## src/rtl/re_mapper_gen_pkg.sv

```systemverilog
// re_mapper_pkg: shared types and constants for the PUSCH RE mapper.
//   state_t   - mapper FSM states
//   SC_PER_RB - subcarriers per resource block
//   DEF_*     - default grid dimensions
//   cfg_ok()  - configuration acceptance check performed in CHECK
package re_mapper_pkg;

  typedef enum logic [1:0] {
    IDLE     = 2'd0,
    CHECK    = 2'd1,
    MAP_DMRS = 2'd2,
    MAP_DATA = 2'd3
  } state_t;

  localparam int unsigned SC_PER_RB  = 12;
  localparam int unsigned DEF_MAX_SC = 1200;
  localparam int unsigned DEF_SYM_N  = 14;

  // Last allocated subcarrier is formed at 12 bits: 2047 + 12*127 - 1 cannot wrap.
  function automatic logic cfg_ok(input logic [10:0] n_sc,
                                  input logic [6:0]  n_rb,
                                  input logic [3:0]  sym_start,
                                  input logic [3:0]  sym_end,
                                  input int unsigned sym_n,
                                  input int unsigned max_sc);
    logic [11:0] last_sc;
    last_sc = 12'(n_sc) + 12'(n_rb) * 12'(SC_PER_RB) - 12'd1;
    return (n_rb != '0) &&
           (sym_start <= sym_end) &&
           (32'(sym_end) < sym_n) &&
           (32'(last_sc) < max_sc);
  endfunction

endpackage

```

## src/rtl/re_mapper_gen_sc_counter.sv

```systemverilog
// re_sc_counter: per-symbol RE counter k for the RE mapper.
//   CLK_RE, RST_RE  - clock, synchronous active-low reset
//   n_rb, comb_off  - latched allocation size and DMRS comb offset
//   load, load_lsb  - restart k at {0, load_lsb} for a new symbol
//   step            - 0: k advances by 1, 1: k advances by 2
//   advance         - an RE issued this cycle
//   k               - current RE index within the symbol
//   k_last          - the current RE is the last one of the symbol
//   is_dmrs         - the current RE sits on the DMRS comb
module re_sc_counter
  import re_mapper_pkg::*;
(
  input  logic        CLK_RE,
  input  logic        RST_RE,
  input  logic [6:0]  n_rb,
  input  logic        comb_off,
  input  logic        load,
  input  logic        load_lsb,
  input  logic        step,
  input  logic        advance,
  output logic [10:0] k,
  output logic        k_last,
  output logic        is_dmrs
);

  logic [11:0] re_total;
  logic [11:0] k_next;

  assign re_total = 12'(n_rb) * 12'(SC_PER_RB);
  assign k_next   = {1'b0, k} + (step ? 12'd2 : 12'd1);
  // With a step of 2 the last visited k is the final comb position, not re_total-1.
  assign k_last   = (k_next >= re_total);
  assign is_dmrs  = (k[0] == comb_off);

  always_ff @(posedge CLK_RE) begin
    if (!RST_RE) begin
      k <= '0;
    end else if (load) begin
      k <= {10'd0, load_lsb};
    end else if (advance) begin
      k <= k_next[10:0];
    end
  end

endmodule

```

## src/rtl/re_mapper_gen.sv

```systemverilog
// re_mapper_gen: PUSCH resource-element mapper. Maps a DMRS stream and a
// data stream into the frequency grid over symbols sym_start..sym_end.
//   CLK_RE, RST_RE           - clock, synchronous active-low reset
//   start + cfg inputs       - n_sc, n_rb, sym_start, sym_end, dmrs_mask, comb_off
//   dmrs_* / data_*          - valid/ready sample streams
//   wr_en/wr_sym/wr_addr/wr_i/wr_q - registered grid write port
//   sym_done, re_done        - coincident with the final write of a symbol / allocation
//   cfg_err                  - configuration rejected
//   busy                     - CHECK through the last write
// Build option: RE_ZERO_FILL_EN defined writes zeros on non-DMRS REs of a
// DMRS symbol; undefined skips them (k steps over the comb).
module re_mapper_gen
  import re_mapper_pkg::*;
#(
  parameter int unsigned DATA_W = 18,
  parameter int unsigned DMRS_W = 9,
  parameter int unsigned MAX_SC = DEF_MAX_SC,
  parameter int unsigned SYM_N  = DEF_SYM_N
) (
  input  logic                     CLK_RE,
  input  logic                     RST_RE,
  input  logic                     start,
  input  logic [10:0]              n_sc,
  input  logic [6:0]               n_rb,
  input  logic [3:0]               sym_start,
  input  logic [3:0]               sym_end,
  input  logic [SYM_N-1:0]         dmrs_mask,
  input  logic                     comb_off,
  input  logic signed [DMRS_W-1:0] dmrs_i,
  input  logic signed [DMRS_W-1:0] dmrs_q,
  input  logic                     dmrs_valid,
  output logic                     dmrs_ready,
  input  logic signed [DATA_W-1:0] data_i,
  input  logic signed [DATA_W-1:0] data_q,
  input  logic                     data_valid,
  output logic                     data_ready,
  output logic                     wr_en,
  output logic [3:0]               wr_sym,
  output logic [10:0]              wr_addr,
  output logic signed [DATA_W-1:0] wr_i,
  output logic signed [DATA_W-1:0] wr_q,
  output logic                     sym_done,
  output logic                     re_done,
  output logic                     cfg_err,
  output logic                     busy
);

`ifdef RE_ZERO_FILL_EN
  localparam bit ZERO_FILL = 1'b1;
`else
  localparam bit ZERO_FILL = 1'b0;
`endif

  state_t      state;
  logic [10:0] n_sc_q;
  logic [6:0]  n_rb_q;
  logic [3:0]  sym_start_q;
  logic [3:0]  sym_end_q;
  logic [15:0] mask_q;
  logic        comb_q;
  logic [3:0]  sym;

  logic        issue;
  logic        ctr_load;
  logic        ctr_lsb;
  logic        ctr_step;
  logic [10:0] k;
  logic        k_last;
  logic        is_dmrs;
  logic [3:0]  sym_nxt;
  logic        nxt_dmrs;
  logic [DATA_W-1:0] dmrs_i_ext;
  logic [DATA_W-1:0] dmrs_q_ext;

  assign dmrs_i_ext = {{(DATA_W-DMRS_W){dmrs_i[DMRS_W-1]}}, dmrs_i};
  assign dmrs_q_ext = {{(DATA_W-DMRS_W){dmrs_q[DMRS_W-1]}}, dmrs_q};

  assign dmrs_ready = (state == MAP_DMRS) && is_dmrs;
  assign data_ready = (state == MAP_DATA);
  // The final write lands one cycle after the FSM is already back in IDLE.
  assign busy       = (state != IDLE) || wr_en;

  always_comb begin
    issue = 1'b0;
    case (state)
      MAP_DMRS: issue = is_dmrs ? dmrs_valid : 1'b1;
      MAP_DATA: issue = data_valid;
      default:  issue = 1'b0;
    endcase
  end

  // Symbol entered next: the first one from CHECK, otherwise sym+1.
  assign sym_nxt  = (state == CHECK) ? sym_start_q : sym + 4'd1;
  assign nxt_dmrs = mask_q[sym_nxt];
  assign ctr_step = !ZERO_FILL && (state == MAP_DMRS);
  assign ctr_lsb  = !ZERO_FILL && nxt_dmrs && comb_q;
  assign ctr_load = (state == CHECK) || (issue && k_last && (sym != sym_end_q));

  re_sc_counter u_sc_counter (
    .CLK_RE   (CLK_RE),
    .RST_RE   (RST_RE),
    .n_rb     (n_rb_q),
    .comb_off (comb_q),
    .load     (ctr_load),
    .load_lsb (ctr_lsb),
    .step     (ctr_step),
    .advance  (issue),
    .k        (k),
    .k_last   (k_last),
    .is_dmrs  (is_dmrs)
  );

  always_ff @(posedge CLK_RE) begin
    if (!RST_RE) begin
      state       <= IDLE;
      n_sc_q      <= '0;
      n_rb_q      <= '0;
      sym_start_q <= '0;
      sym_end_q   <= '0;
      mask_q      <= '0;
      comb_q      <= 1'b0;
      sym         <= '0;
      wr_en       <= 1'b0;
      wr_sym      <= '0;
      wr_addr     <= '0;
      wr_i        <= '0;
      wr_q        <= '0;
      sym_done    <= 1'b0;
      re_done     <= 1'b0;
      cfg_err     <= 1'b0;
    end else begin
      wr_en    <= 1'b0;
      sym_done <= 1'b0;
      re_done  <= 1'b0;
      cfg_err  <= 1'b0;
      case (state)
        IDLE: begin
          if (start && !wr_en) begin
            n_sc_q      <= n_sc;
            n_rb_q      <= n_rb;
            sym_start_q <= sym_start;
            sym_end_q   <= sym_end;
            mask_q      <= 16'(dmrs_mask);
            comb_q      <= comb_off;
            state       <= CHECK;
          end
        end
        CHECK: begin
          if (cfg_ok(n_sc_q, n_rb_q, sym_start_q, sym_end_q, SYM_N, MAX_SC)) begin
            sym   <= sym_start_q;
            state <= nxt_dmrs ? MAP_DMRS : MAP_DATA;
          end else begin
            cfg_err <= 1'b1;
            state   <= IDLE;
          end
        end
        MAP_DMRS, MAP_DATA: begin
          if (issue) begin
            wr_en   <= 1'b1;
            wr_sym  <= sym;
            wr_addr <= n_sc_q + k;
            if (state == MAP_DATA) begin
              wr_i <= data_i;
              wr_q <= data_q;
            end else if (is_dmrs) begin
              wr_i <= dmrs_i_ext;
              wr_q <= dmrs_q_ext;
            end else begin
              wr_i <= '0;
              wr_q <= '0;
            end
            if (k_last) begin
              sym_done <= 1'b1;
              if (sym == sym_end_q) begin
                re_done <= 1'b1;
                state   <= IDLE;
              end else begin
                sym   <= sym_nxt;
                state <= nxt_dmrs ? MAP_DMRS : MAP_DATA;
              end
            end
          end
        end
        default: state <= IDLE;
      endcase
    end
  end

endmodule

```

## config.mk

```make
export PLATFORM = sky130hd
export DESIGN_NAME = re_mapper_gen
export DESIGN_NICKNAME = d
export VERILOG_FILES = /design/src/rtl/re_mapper_gen_pkg.sv /design/src/rtl/re_mapper_gen_sc_counter.sv /design/src/rtl/re_mapper_gen.sv
export SDC_FILE = /design/constraint.sdc
export NUM_CORES = 1
export LEC_CHECK = 0
export BUFFER_PORTS_ARGS = -buffer_cell sky130_fd_sc_hd__buf_4
export CAP_MARGIN = 10
export CORE_UTILIZATION = 30
export CTS_BUF_LIST = sky130_fd_sc_hd__clkbuf_8
export DETAILED_ROUTE_END_ITERATION = 10
export PLACE_DENSITY = 0.53
export SYNTH_ARGS = -nofsm -noshare
export SYNTH_HDL_FRONTEND = slang
export SYNTH_HIERARCHICAL = 1
export SYNTH_SLANG_ARGS = --single-unit
```

## constraint.sdc

```tcl
create_clock -name CLK_RE -period 4.8 [get_ports CLK_RE]
set_clock_uncertainty 0.1 [all_clocks]
set_input_delay 0.48 -clock CLK_RE [delete_from_list [all_inputs] [get_ports CLK_RE]]
set_output_delay 0.48 -clock CLK_RE [all_outputs]
set_load 0.05 [all_outputs]
```

==> impl_metrics.yaml <==
place:
  place_worst_setup_slack_ns: 0.545
  dp_cells: 1255
  portBuffers: 157
  gp_congestion: 0.803
  dpl.hpwl_mm: 14.4
yosys:
  postSynthAreaPerCell_um2: 7.99
  yosys-top-cells-area: "dfxtp_1 (33%), ha_1 (12%), nand2_1 (8.3%), a21oi_1 (7.0%), nor2_1 (3.6%)"
  yosysMostFrequentCell: "nand2_1"
  netlist_instances: 854
  synth_top_cell_by_area: "dfxtp_1"
  synth_edf_count: 0
  ys_ff_latch: 113
  synth_ff_type: "dfxtp_1"
  ys_seq_area_frac: 0.332
  synth_top_area_share: 0.332
  syn_nets: 1021
  synthArstFlopShare: 0
  ys_types: 76
  yosys_warnings: 6
  netlist_top_cells_count: "nand2_1 (150), dfxtp_1 (113), a21oi_1 (96)"
  syn_area_um2: 6820
clock_tree:
  clock_latency_ns: 0.44
  root_buffer: "clkbuf_8"
  postCtsHoldBufs: 0
  postCtsSetupBuffers: 0
  cts.clk_slew.worst_paths_ns: 0.08
  clkSinkCount: 113
  cts_repair_resize_count: 0
  clockBufferDepth: 2
  tritoncts: "built"
  h-tree-depth: 4
  cts_made_buffers: 17
power:
  p_int_w: 0.00190
  p_leak_nw: 3.88
  clock_power_share: 0.330
  irDropWorstVdd_v: 0.000168
  p_seq_frac: 0.361
  finalPower_w: 0.00291
  p_per_area_nw_per_um2: 337
  switching_share: 0.348
  p_sw_w: 0.00101
  combPwrFrac: 0.309
run_status:
  run_status: "finished clean"
global_routing:
  grt_pass1_wl_mm: 32.7
  overflow: 0
  grt_pass1_vias: 6400
  antenna_found_initial: 0
  grt_max_degree: 51
  grt_usage: 0.177
layout:
  diodes: 0
  area_delta_synth_final_pct: 26.5
  num-fill-cells: 2330
  final_cell_count_no_fill: 1287
  drive_gt1_frac: 0.223
  final_nets: 1161
timing:
  drv_slew: 0
  worst_pin_slew_ns: 0.991
  setup_violations: 0
  fmax_ghz: 0.231
  holdWs_ns: 0.178
  slew_headroom: 0.338
  finalHoldViolCount: 0
  layout_setup_ws_ns: 0.465
  setup-tns-final_ns: 0
  min_period_over_period: 0.903
  grt_setup_unrepaired: "false"
  layout_min_cycle_time_ns: 4.34
critical_path:
  worstPathArrival_ns: 4.62
  cp_max_fo: 12
  r2r_cells: 17
  startpoint_type: "register"
  path_class: "register to register"
  cp-end-kind: "register"
  critPathRequiredTime_ns: 5.08
detailed_routing:
  drtPass1Iterations: 9
  viasPerCell: 4.87
  dr.first_iter.drc_count: 268
  drc: 0
  dr_wl_met2_mm: 8.97
  wl_per_cell_um: 15.4
  routed_wl_mm: 19.8
  dr_wl_met3_mm: 1.22
  ant_nets: 0
  m1WireLength_mm: 9.44
  top_layer_used: "met4"
  vias: 6272
run:
  max_cap_viol_count: 0
hold_path:
  hold_depth: 3
  worst_hold_path_type: "input pin to register"
floorplan:
  num_rows: 54
  dieArea_um2: 23300
  fp.dieH_um: 153
  die_x_um: 153
  io_pins: 158
  start_util: 0.309
  core_area_um2: 22100
registers in the layout, indices dropped and copies added (netlist names):
signal	cells
mask_q	14
n_rb_q	7
re_done	1
cfg_err	1
sym	4
wr_en	1
u_sc_counter/k	11
state	2
n_sc_q	11
wr_addr	11
wr_q	18
wr_i	18
sym_start_q	4
sym_done	1
sym_end_q	4
wr_sym	4
comb_q	1
path summary, 6_finish.rpt:
| kind | from | endpoint | slack (ns) |
|---|---|---|---|
| worst max-delay path | state[0] | u_sc_counter/k[9] | 0.46 |
| worst min-delay path | data_q[8] | wr_q[8] | 0.18 |
| worst min register to register | mask_q[7] | mask_q[7] | 0.36 |
| worst max register to register | state[0] | u_sc_counter/k[9] | 0.46 |
layer usage:
| layer | GRT usage | vias to the layer above |
|---|---|---|
| met5 | 0 | - |
| met3 | 0.0523 | 16 |
| met1 | 0.227 | 2910 |
| met4 | 0.0471 | 0 |
| met2 | 0.287 | 143 |
| li1 | - | 3203 |
metrics by stage:
stage	utilization	area, µm²
after detailed placement	0.372	8220
final	0.391	8630
after CTS	0.391	8630
after global routing	0.391	8630
after global placement	0.372	8220
after floorplan	-	6820
power by group through the flow:
stage / registers, W / clock network (W) / logic (W)
final: 0.00105 / 0.000960 / 0.000899
after detailed placement: 0.00107 / 0 / 0.000905
after floorplan: 0.00112 / 0 / 0.000602
after global placement: 0.00107 / 0 / 0.000900
after CTS: 0.00105 / 0.000993 / 0.000910
after global routing: 0.00106 / 0.00103 / 0.00101
critical path, cell delays in order, from the launching register on:
cell and delay [ns]:
dfxtp_1 0.36, nor2b_1 0.32, inv_1 0.08, ha_1 0.23, fa_1 0.47, nand3_4 0.17
nor2_1 0.07, xor2_1 0.14, ha_1 0.31, a21o_1 0.18, a221o_1 0.34, a31oi_1 0.14
o21ai_1 0.14, nand3_1 0.25, nand2_1 0.13, nand2b_1 0.40, a211oi_1 0.32, a31o_1 0.12
area by class of cell:
cell class,count,area (µm²),area share
Clock buffer,18,248,0.0287
Inverter,64,240,0.0278
Clock inverter,14,165,0.0191
Multi-Input combinational cell,634,4130,0.479
Tap cell,280,350,0.0406
Timing Repair Buffer,164,1230,0.143
Sequential cell,113,2260,0.262
cells in the final DEF, fill, tap and decap left out, drive strengths merged, types with 4 or more instances in the layout:
cell type	netlist	routed
mux2	4	4
nor2	65	65
ha	63	63
nand2b	5	5
clkinvlp	0	4
a21oi	98	98
o211ai	5	5
nand3	29	29
clkinv	2	6
clkbuf	40	18
nor2b	7	7
inv	62	65
nand3b	4	4
nor3	12	12
mux2i	11	11
fa	4	4
nand4	7	7
dfxtp	113	113
buf	1	164
a21o	11	11
o21ai	43	43
nand2	150	150
a311oi	17	17
xnor2	25	25
xor2	17	17
and2	5	5
cells by family (layout without fill, tap and decap cells):
family                     Yosys count  count (layout)  synth area share
AOI/OAI and AO/OA                  203             203             0.185
xor gates and xnor gates            42              42            0.0539
muxes                               16              16            0.0284
and+or+nand+nor                    306             306             0.210
adders and majority gates           67              67             0.127
DFF                                113             113             0.332
buffers and inverters              107             260            0.0640
Power figures use the tool's default switching activity.
